==> src/rtl/half_adder.sv <==
// Parameterizable bank of independent half adders with a valid-qualified
// fixed-latency output pipeline and a saturating carry accumulator.
module half_adder #(
    parameter int unsigned WIDTH       = 1,
    parameter int unsigned PIPE_STAGES = 1,
    parameter int unsigned CNT_W       = 16
) (
    input  logic                           clk,
    input  logic                           rst_n,
    input  logic                           in_valid,
    input  logic [WIDTH-1:0]               A,
    input  logic [WIDTH-1:0]               B,
    input  logic                           clear,
    output logic                           out_valid,
    output logic [WIDTH-1:0]               SUM,
    output logic [WIDTH-1:0]               CARRY,
    output logic [$clog2(WIDTH+1)-1:0]     carry_count,
    output logic [CNT_W-1:0]               total_carries
);

    localparam int unsigned CC_W  = $clog2(WIDTH + 1);
    localparam int unsigned SAT_W = CNT_W + 1;

    logic [PIPE_STAGES-1:0] vld_q;
    logic [WIDTH-1:0]       sum_q   [PIPE_STAGES];
    logic [WIDTH-1:0]       carry_q [PIPE_STAGES];
    logic [CC_W-1:0]        cnt_q   [PIPE_STAGES];
    logic [CNT_W-1:0]       total_q;
    logic [CNT_W-1:0]       total_d;

    logic [WIDTH-1:0]       sum_c;
    logic [WIDTH-1:0]       carry_c;
    logic [CC_W-1:0]        cnt_c;
    logic [SAT_W-1:0]       acc_c;

    // Per-lane half add and popcount of the generate terms, ahead of stage 0
    always_comb begin
        sum_c   = A ^ B;
        carry_c = A & B;
        cnt_c   = '0;
        for (int unsigned i = 0; i < WIDTH; i++) begin
            cnt_c = cnt_c + CC_W'(carry_c[i]);
        end
    end

    // Valid shifts every cycle; data registers load only behind a valid bit so bubbles hold
    always_ff @(posedge clk or negedge rst_n) begin
        if (!rst_n) begin
            vld_q <= '0;
            for (int unsigned s = 0; s < PIPE_STAGES; s++) begin
                sum_q[s]   <= '0;
                carry_q[s] <= '0;
                cnt_q[s]   <= '0;
            end
        end else begin
            vld_q[0] <= in_valid;
            if (in_valid) begin
                sum_q[0]   <= sum_c;
                carry_q[0] <= carry_c;
                cnt_q[0]   <= cnt_c;
            end
            for (int unsigned s = 1; s < PIPE_STAGES; s++) begin
                vld_q[s] <= vld_q[s-1];
                if (vld_q[s-1]) begin
                    sum_q[s]   <= sum_q[s-1];
                    carry_q[s] <= carry_q[s-1];
                    cnt_q[s]   <= cnt_q[s-1];
                end
            end
        end
    end

    // Saturating accumulate of presented results; clear wins over a same-cycle count
    always_comb begin
        total_d = total_q;
        acc_c   = SAT_W'(total_q) + SAT_W'(cnt_q[PIPE_STAGES-1]);
        if (clear) begin
            total_d = '0;
        end else if (vld_q[PIPE_STAGES-1]) begin
            total_d = acc_c[CNT_W] ? '1 : acc_c[CNT_W-1:0];
        end
    end

    always_ff @(posedge clk or negedge rst_n) begin
        if (!rst_n) begin
            total_q <= '0;
        end else begin
            total_q <= total_d;
        end
    end

    assign out_valid     = vld_q[PIPE_STAGES-1];
    assign SUM           = sum_q[PIPE_STAGES-1];
    assign CARRY         = carry_q[PIPE_STAGES-1];
    assign carry_count   = cnt_q[PIPE_STAGES-1];
    assign total_carries = total_q;

endmodule

==> config.mk <==
export PLATFORM = sky130hd
export DESIGN_NAME = half_adder
export DESIGN_NICKNAME = d
export VERILOG_FILES = /design/src/rtl/half_adder.sv
export SDC_FILE = /design/constraint.sdc
export NUM_CORES = 1
export LEC_CHECK = 0
export CORE_UTILIZATION = 40
export CTS_CLUSTER_DIAMETER = 100
export CTS_CLUSTER_SIZE = 30
export DETAILED_ROUTE_END_ITERATION = 16
export PLACE_DENSITY_LB_ADDON = 0.05
export SLEW_MARGIN = 20
export SYNTH_ARGS = -nofsm -noshare
export SYNTH_HDL_FRONTEND = slang
export SYNTH_SLANG_ARGS = --single-unit
==> constraint.sdc <==
create_clock -name clk -period 2.75 [get_ports clk]
set_input_delay 0.825 -clock clk [delete_from_list [all_inputs] [get_ports clk]]
set_output_delay 0.825 -clock clk [all_outputs]
set_load 0.03 [all_outputs]
* After elaboration in Yosys (flattened, before gate mapping) *
Index checks and enable logic that the tools add are counted.

word-level totals
  register bits = 19
  bits of input ports = 6
  logic and storage cells = 11

operators by class
  add/sub/neg operators = 1
  multiplexer cells = 3
  bitwise logic cells = 2
  reductions and logical operators = 1

operators with widths
  kind               number
  $mux 16            3
  $add 16x1->17      1
  $reduce_bool 2->1  1
  $and 1x1->1        1
  $xor 1x1->1        1

* Logic depth before layout (Yosys ltp) *
  depth in word-level cells = 4
  gate-level depth with buffers = 6
  gate-level depth less buffers = 5

* Worst setup path after synthesis *
No wires, ideal clock.

  kind = register to register
  from = reg CARRY (netlist name)
  to = reg total_q[14] (netlist: total_carries[14])
  slack = 1.037 ns
  path buffers = 0
  period minus slack after synthesis = 1.713 ns
  stages on the path, launching flop included = 6
  arrival = 1.614 ns
  cells stage by stage = dfrtp_1 -> ha_1 -> nand4_4 -> nor3_4 -> a31oi_1 -> a311oi_1

RTL lines
  element               line  source
  end signal, assigned  88    total_q <= total_d;
  end, declared         28    logic [CNT_W-1:0] total_q;

* Worst setup path after layout *
  from = reg vld_q (netlist: out_valid)
  to = out out_valid

RTL lines
  element                          line  source
  start, declared                  24    logic [PIPE_STAGES-1:0] vld_q;
  start signal, assigned by index  63    vld_q[s] <= vld_q[s-1];
  end, declared                    14    output logic out_valid,

No word-level cell between the ends.

==> results.md <==
* Endpoints failing setup at 0
* Psw at 125 uW
* CTS Sinks at 19
* Synth-to-layout area growth at 31.6%
* Crit path DAT at 1.51 ns
* Cell area after synthesis at 982 sq um
* Syn avg cell area at 11.0 sq um
* Worst EP required at 1.93 ns
* Tot GR Track Use at 17.5%
* Largest net degree at the start of global routing at 20
* Syn Inst Count at 89
* Minimum clock period at 2.34 ns
* Fin cells at 145
* Clock transition at path regs at 0.11 ns
* Detailed Routing Iterations Pass 1 at 4
* Max-slew violations at 0
* Max cap viols at 0
* Tightest Hold Check Type: reg -> reg
* Via count at 775
* CTS tree: built
* Synth top area cells: dfrtp_1 48%, xnor2_1 7.1%, o21ai_1 4.6%
* Worst hold slack at 0.533 ns
* Ant diodes at 0
* Unrepaired setup endpoints after global routing: false
* Worst vdd ir at 259 uV
* Synth top area share at 48.4%
* Part of the cycle the worst path needs at 85.0%
* Postcts setup bufs at 0
* H-tree levels at 1
* DR top layer: met4
* Root Buffer: clkbuf_4
* DP HPWL at 1460 um
* Clk pwr share at 29.1%
* Slew margin rel. at 78.4%
* Type of origin of the critical path: flip-flop
* Drt drc at 0
* GPL Wtd Cong at 0.778
* WL met3 at 72 um
* Site Rows at 17
* Share of cells above drive strength 1 at 12.8%
* Register bit total from synthesis at 19
* Synthesized Nets at 98
* Placed cell areas at 1270 sq um
* Die span in x at 51.6 um
* Largest delay share family, worst path: buffers and inverters
* Asr flop ratio synth at 100%
* Routed length on met1 at 964 um
* Grt ovf at 0
* Slowest CP cell: clkdlybuf4s50_1
* Vias/cell at 5.34
* P_leak at 0.000535 uW
* Height of the die at 51.6 um
* CTS resizes at 0
* Cell Chain, Critical Path: clkdlybuf4s50_1
* Status: finished, final reports clean
* FMAX at 0.428 GHz
* Post-synth EDFFs at 0
* Longest Clk Path Bufs at 2
* Crit-path max cell delay at 0.72 ns
* Sequential-to-total area share from yosys stat at 48.4%
* Die area at 2660 sq um
* Total power at 493 uW
* Design Area, Final at 1290 sq um
* PD cells at 381 nW/um^2
* Routed WL at 1980 um
* I/O Buffers at 25
* Critical path class: reg -> out
* Synth area leader: dfrtp_1
* Hold_buf cts at 0
* Io pins at 26
* Clock Skews at 0.00496 ns
* Yosys warnings at 0
* Worst skew pair latency at 0.29 ns
* Fin. Hold Viols at 0
* Final nets at 127
* Met2 WL at 925 um
* Worst setup EP type: output port
* Synth cell types at 30
* Antenna violations before repair at 0
* CTS buffer count at 3
* Setup TNS at 0 ns
* Initial DRC Count at 5
* Worst-margin pin slew at 0.321 ns
* Core area at 2250 sq um
* Pint at 367 uW
* Wire length of the first global-routing pass at 3410 um
* Sw Share at 25.4%
* Vias in the first global route at 776
* CP max FO at 6
* ANT nets after route at 0
* Placed insts at 141
* Initial core utilization at 43.6%
* Sequential share of power at 59.1%
* Drt wl/cell at 13.6 um
* Synth Flop Type: dfrtp_1
* Buffers and inverters on the worst path at 1
* Gate power share at 11.8%
[layout make-up]
cell class / count / area (sq um)
Tap cell: 28 / 35.0
Inverter: 1 / 3.75
Sequential cell: 19 / 475
Multi-Input combinational cell: 66 / 487
Fill cell: 216 / 962
Timing Repair Buffer: 27 / 265
Clock buffer: 4 / 26.3
[metal layers]
metal,global-route usage [%],up-vias
met5,0,-
li1,-,382
met3,2.92,2
met2,28.1,19
met4,7.21,0
met1,23.2,372
[cells in the mapped netlist (3+ instances only)]
cell type / count
xor2_1: 4
nand3_1: 3
dfrtp_1: 19
o21ai_1: 9
nor2_1: 6
nand2_1: 6
xnor2_1: 8
o21ai_0: 3
nor4_1: 3
nand4_1: 4
ha_1: 3
[worst paths after layout]
check / from / end / slack, ns / depth (start not counted)
worst max register to register: CARRY$_DFFE_PN0P_ / total_carries[1]$_DFFE_PN0P_ / 1.02 / 5
worst min register to register: SUM$_DFFE_PN0P_ / SUM$_DFFE_PN0P_ / 0.53 / 1
max in group asynchronous: rst_n / total_carries[4]$_DFFE_PN0P_ / 1.70 / 2
worst max-delay path: out_valid$_DFF_PN0_ / out_valid / 0.41 / 1
worst min-delay path: SUM$_DFFE_PN0P_ / SUM$_DFFE_PN0P_ / 0.53 / 1
min in group asynchronous: rst_n / total_carries[8]$_DFFE_PN0P_ / 0.85 / 2
[layout by cell type (no fill, tap or decap)]
cell type        netlist  layout
o21ai_0                3       3
nor3_4                 1       1
nand2_1                6       6
buf_4                  1       2
nor4_4                 1       1
a31oi_1                1       1
ha_1                   3       3
dfrtp_1               19      19
mux2i_1                1       1
nand3_1                3       3
a21oi_1                1       1
o21ai_1                9       9
a41o_1                 1       1
a311oi_1               1       1
nand4_4                1       1
nor2_1                 6       6
a41oi_1                1       1
nor3_1                 1       1
xor2_1                 4       4
o21ai_2                1       1
mux2_2                 2       2
clkbuf_1               1       1
xnor2_1                8       8
nand4_1                4       4
inv_1                  1       1
clkbuf_4               0       3
and4_2                 1       1
clkdlybuf4s50_1        0      25
nand2_2                1       1
nand3_2                2       2
nor4_1                 3       3
[registers in the layout, summed over array words and instances (netlist names)]
name and flops:
CARRY 1, out_valid 1, SUM 1, total_carries 16
[worst reg2reg max path, delay by kind of cell, from the launching register on]
kind | cells | cell delay, ns
fa+ha+maj | 1 | 0.26
simple gates | 3 | 0.76
compound gates | 1 | 0.19
flops | 1 | 0.43
[metrics by stage]
stage	setup WS [ns]	util, %
floorplan	1.04	-
global placement	0.759	56.2
detailed placement	0.751	56.2
CTS	0.400	57.3
global route	0.353	57.3
finish	0.413	57.3
[power by group through the flow]
stage	Clock, uW	Combinational [uW]	Sequential, uW
global route	154	63.0	293
global placement	0	58.5	296
detailed placement	0	59.0	297
floorplan	0	15.9	308
CTS	146	59.4	292
finish	143	58.1	291
[kinds of logic after synthesis]
logic type	after synthesis	synth area share [%]
flip-flops	19	48.4
buffers and inverters	4	2.04
adder cells (fa/ha/maj)	3	3.82
AO/OA/AOI/OAI	18	11.0
AND/OR/NAND/NOR	30	20.8
XOR/XNOR	12	10.7
multiplexers	3	3.31
Power figures use the tool's default switching activity.
